$ cat config.mk
export PLATFORM = sky130hd
export DESIGN_NAME = bn_updown_counter
export DESIGN_NICKNAME = d
export VERILOG_FILES = /design/src/rtl/bn_updown_counter.sv
export SDC_FILE = /design/constraint.sdc
export NUM_CORES = 1
export LEC_CHECK = 0
export ABC_CLOCK_PERIOD_IN_PS = 2100
export CAP_MARGIN = 5
export CELL_PAD_IN_SITES_DETAIL_PLACEMENT = 0
export CELL_PAD_IN_SITES_GLOBAL_PLACEMENT = 2
export CORE_AREA = 2 2 39 41
export CTS_BUF_LIST = sky130_fd_sc_hd__clkbuf_8
export DETAILED_ROUTE_END_ITERATION = 7
export DIE_AREA = 0 0 41 43
export DONT_BUFFER_PORTS = 1
export GPL_TIMING_DRIVEN = 0
export HOLD_SLACK_MARGIN = 0.08
export PLACE_DENSITY_LB_ADDON = 0.1
export REMOVE_ABC_BUFFERS = 1
export SETUP_SLACK_MARGIN = 0.3
export SLEW_MARGIN = 20
export SYNTH_ARGS = -nofsm -noshare
export SYNTH_HDL_FRONTEND = slang
export SYNTH_SLANG_ARGS = --single-unit
$ cat constraint.sdc
create_clock -name clock -period 2.1 [get_ports clock]
set_input_delay 0.42 -clock clock [delete_from_list [all_inputs] [get_ports clock]]
set_output_delay 0.42 -clock clock [all_outputs]
set_load 0.05 [all_outputs]
$ cat src/rtl/bn_updown_counter.sv
// Modulo-MOD up/down counter with parallel load and a combinational cascade output.
// Define BN_COUNTER_SAT_EN to saturate at the terminal count instead of wrapping.
module bn_updown_counter #(
  parameter int unsigned N   = 4,
  parameter int unsigned MOD = 10
) (
  input  logic         clock,
  input  logic         reset,
  input  logic         ei,
  input  logic         up,
  input  logic         ld,
  input  logic [N-1:0] d,
  output logic [N-1:0] q,
  output logic         eu,
  output logic         tc
);

  // One extra bit keeps MOD == 2**N representable, so the last value never aliases.
  localparam logic [N:0] LastVal = (N+1)'(MOD - 1);
  localparam logic [N:0] One     = (N+1)'(1);

  logic [N-1:0] count_q, count_d;
  logic [N:0]   count_ext, d_ext, step_ext, load_ext;
  logic         is_last, is_zero;

  assign count_ext = {1'b0, count_q};
  assign d_ext     = {1'b0, d};
  assign is_last   = (count_ext == LastVal);
  assign is_zero   = (count_q == '0);

  assign tc = up ? is_last : is_zero;
  assign eu = ei & ~ld & tc & ~reset;
  assign q  = count_q;

  always_comb begin
    step_ext = count_ext;
    if (up) begin
      step_ext = is_last ? '0 : (count_ext + One);
    end else begin
      step_ext = is_zero ? LastVal : (count_ext - One);
    end
  end

  // Out-of-range loads clamp to the top of the count range.
  assign load_ext = (d_ext > LastVal) ? LastVal : d_ext;

  always_comb begin
    count_d = count_q;
    if (ld) begin
      count_d = load_ext[N-1:0];
    end else if (ei) begin
`ifdef BN_COUNTER_SAT_EN
      if (!tc) begin
        count_d = step_ext[N-1:0];
      end
`else
      count_d = step_ext[N-1:0];
`endif
    end
  end

  always_ff @(posedge clock) begin
    if (reset) begin
      count_q <= '0;
    end else begin
      count_q <= count_d;
    end
  end

endmodule

# Yosys cells after proc, flatten, opt, wreduce, memory -nomap -nowiden
# Index checks and enable logic that the tools add are counted.
# word_totals
regBits	4
input_bits	9
output_inout_bits	6
# classes
addsub	2
magnitude_cmp	1
eq_ne	1
muxes	7
bitwise_logic	5
reduce_logical	2
# op_table
cell	count
4-bit two-way mux	6
4-bit by 1-bit adder with 4-bit output (second input constant)	1
4-bit equality test (second input constant)	1
4-bit greater-than comparator (second input constant)	1
4-bit zero test	1
4-bit by 1-bit subtractor with 4-bit output (second input constant)	1
1-bit AND	3
1-bit NOT	2
2-bit nonzero test	1
1-bit two-way mux	1

# Longest topological paths before layout
# Gate-level depths: netlist of the first run.
# logic_depth
word_depth	5
depth_mapped	5
depth_no_buf	4

# Worst setup path before layout of the first run
# OpenSTA, ideal clock, no wires.
# synth_path
path_kind	register -> output
start	reg count_q[0] (netlist: q[0])
end	out eu
t_arrival_ps	3024
required_time_ps	1680
slack_ps	-1344
path_stages_with_launch	6
path_cell_list	dfxtp_1 > and2_1 > buf_6 > a21oi_1 > nor3_2 > nor3b_1
# synth_between
elab_chain_cells	4
# synth_lines
item	line_no	rtl
from (decl)	22	logic [N-1:0] count_q, count_d;
from (signal assigned)	66	count_q <= count_d;
4-bit equality test / 4-bit zero test (equally long branches)	28, 29	
1-bit two-way mux *	31	assign tc = up ? is_last : is_zero;
named net tc	15	output logic tc
1-bit AND * (2 in a row)	32	assign eu = ei & ~ld & tc & ~reset;
to (decl)	14	output logic eu,
# Mark *: on every way through the listed nets, which the timed path passes. The rest lies on a longest branch.

# Worst setup path in the final report of the first run
# Same ends and word-level chain as after synthesis.

==> impl_metrics.py, run 1 <==
metrics = {
    "placement": {
        "io_buffers": 0,
        "dpl-instance-area_um2": 359,
        "dp_hpwl_um": 667,
        "place_inst": 57,
        "gp_congestion": 0.644,
        "place_ws_ps": -1080,
    },
    "layout": {
        "layout.nets": 56,
        "fin_cells": 61,
        "fill_cells": 153,
        "largest_reg_flops": 4,
        "drive_above_1_share": 0.356,
        "layout_common_cells": "3 x nand2b_1, 3 x nor2_1, 3 x o21ai_0, 3 x a31oi_1, 3 x clkbuf_8",
        "antenna_cells": 0,
        "synthToLayoutAreaGrowth_pct": 26.0,
        "stdcell_area_um2": 455,
    },
    "logic_synthesis": {
        "syn_area_um2": 362,
        "synth.distinct_cells": 27,
        "syn_avg_cell_area_um2": 8.22,
        "synthArstFlopShare": 0,
        "synth_seq_cells": 4,
        "ys_dominant_reg_cell": "dfxtp_1",
        "synth-simple-area-share": 0.322,
        "synth.area.mux_share": 0,
        "synth_top_family_by_area": "simple AND/OR/NAND/NOR gates",
        "synth-adder-area-share": 0,
        "synth_compound_area_frac": 0.291,
        "yosysWarnings": 0,
        "syn_inst": 44,
        "synth-edff-count": 0,
        "ys_seq_area_frac": 0.221,
        "synth_xor_area_frac": 0.0692,
    },
    "critical_path": {
        "r2r_cells": 4,
        "crit_family": "simple AND/OR/NAND/NOR gates",
        "cp_max_fo": 6,
        "critPathLaunch": "q[0]",
        "crit_path_end": "eu",
        "r2r_start": "q[1]",
        "path_depth": 4,
        "r2r_slack_ps": 560,
        "critPathMaxStageDelay_ps": 610,
        "crit_chain": "and2_4 > a21oi_4 > nor3_4 > nor3b_4",
        "slowest_stage": "nor3b_4",
        "critPathCaptureType": "primary output",
        "startpoint_type": "register",
        "worstPathRequired_ps": 1680,
        "crit_type": "reg -> out",
        "crit_arrival_ps": 2020,
        "rr_endpoint": "q[3]",
        "path_buf_inv": 0,
    },
    "grt": {
        "grt_max_degree": 11,
        "grt_usage": 0.130,
        "grt_pass1_wl_um": 1500,
        "grt_pass1_vias": 342,
        "antenna_found_initial": 0,
        "gr-total-overflow": 0,
    },
    "worst_hold_path": {
        "min_path_type": "in -> reg",
    },
    "drt": {
        "detail-route-antenna-nets": 0,
        "drtIter0Drc": 3,
        "wirelength_um": 944,
        "vias": 342,
        "avgRoutedWirePerCell_um": 15.5,
        "dr.pass1.iters": 2,
        "vias_per_cell": 5.61,
        "drc": 0,
    },
    "floorplanning": {
        "ios": 15,
        "fp.dieH_um": 43,
        "fp.coreArea_um2": 1380,
        "die_w_um": 41,
        "rows": 14,
        "design.die.area_um2": 1760,
        "start_util": 0.261,
    },
    "power_and_ir_drop": {
        "irDropWorstVdd_mv": 0.240,
        "p_leak_uw": 0.000145,
        "power_density_nw_per_um2": 762,
    },
    "clock_network": {
        "clk_path_buf_depth": 2,
        "clockRootBuffer": "clkbuf_8",
        "clock_latency_ps": 210,
        "cts_hold_buf": 0,
        "clk_pin_slew_ps": 30,
        "htree_levels": 1,
        "cts_buffers": 3,
        "cts_tree": "yes",
        "numClockSinks": 4,
    },
    "sta": {
        "post-route-period-util": 1.16,
        "min_period_ps": 2440,
        "slew_headroom": 0.613,
        "timing.fmax_ghz": 0.409,
        "grt_setup_unrepaired": "yes",
        "setup_violations": 1,
        "setup_ws_ps": -342,
        "setup_tns_ps": -342,
        "worstMarginPinSlew_ps": 578,
        "drv_slew": 0,
        "finClkSkew_ps": 0.563,
        "hold_viol_final": 0,
    },
    "flow_run": {
        "drv_cap": 0,
    },
    "run_status": {
        "violations": "setup timing",
        "status": "finished with violations",
    },
}
## through the flow
| stage | power, uW | hold slack [ps] | utilization |
|---|---|---|---|
| after floorplan | 163 | 489 | - |
| after global placement | 172 | 493 | 0.256 |
| after detailed placement | 173 | 493 | 0.259 |
| after CTS | 350 | 260 | 0.323 |
| after global routing | 371 | 259 | 0.329 |
| final | 347 | 265 | 0.329 |
## metal layers
metal	up-vias	track usage	wire length [um]
met5	-	0	0
met4	0	0.100	0
met3	0	0.0628	92
met2	14	0.159	428
met1	158	0.164	423
li1	170	-	-
## layout make-up
cell class | instances | area [um2] | share of cell area
inverters | 2 | 7.51 | 0.0165
flip-flops and latches | 4 | 90.1 | 0.198
repair buffers | 1 | 7.51 | 0.0165
well taps | 16 | 20.0 | 0.0440
multi-input cells | 35 | 289 | 0.635
clock buffers | 3 | 41.3 | 0.0907
## Yosys cell counts (2+ instances only)
| library cell | instances | share of area |
|---|---|---|
| dfxtp_1 | 4 | 0.22 |
| o21ai_0 | 3 | 0.042 |
| nor2_1 | 3 | 0.031 |
| nand2b_1 | 3 | 0.052 |
| a31oi_1 | 3 | 0.052 |
| nor3_1 | 3 | 0.042 |
| a21oi_1 | 2 | 0.028 |
| inv_1 | 2 | 0.021 |
| nand3b_1 | 2 | 0.042 |
| buf_6 | 2 | 0.062 |
## worst min path at each step
stage	startpoint	to	slack, ps	depth (start not counted)
2_1_floorplan	reset	q[1]	490	1
3_3_place_gp	reset	q[1]	490	1
3_5_place_dp	reset	q[1]	490	1
4_1_cts	reset	q[0]	260	1
5_1_grt	reset	q[0]	260	1
6_report	reset	q[0]	270	1
## repair_timing
action,4_1_cts,5_1_grt
gates resized for setup,11,3
setup endpoints to repair,4,4
buffers inserted,1,0
pin swaps,3,1
## kinds of logic (layout without fill, tap and decap cells)
logic type | count (synthesis) | count (layout)
flops | 4 | 4
xor+xnor | 2 | 2
simple gates | 18 | 18
compound gates | 15 | 15
buf+inv | 5 | 6
## power breakdown
group | internal (uW) | leakage [uW] | switching, uW
sequential | 83.8 | 0.0000350 | 41.2
combinational | 29.7 | 0.0000882 | 33.6
clock | 122 | 0.0000216 | 36.8
(Power assumes the default switching activity.)
==> run 2: changes to the inputs <==
- GPL_ROUTABILITY_DRIVEN: default -> 0
==> results of run 2 <==
Same layout as run 1: the final DEF is identical, and so are final timing and power.
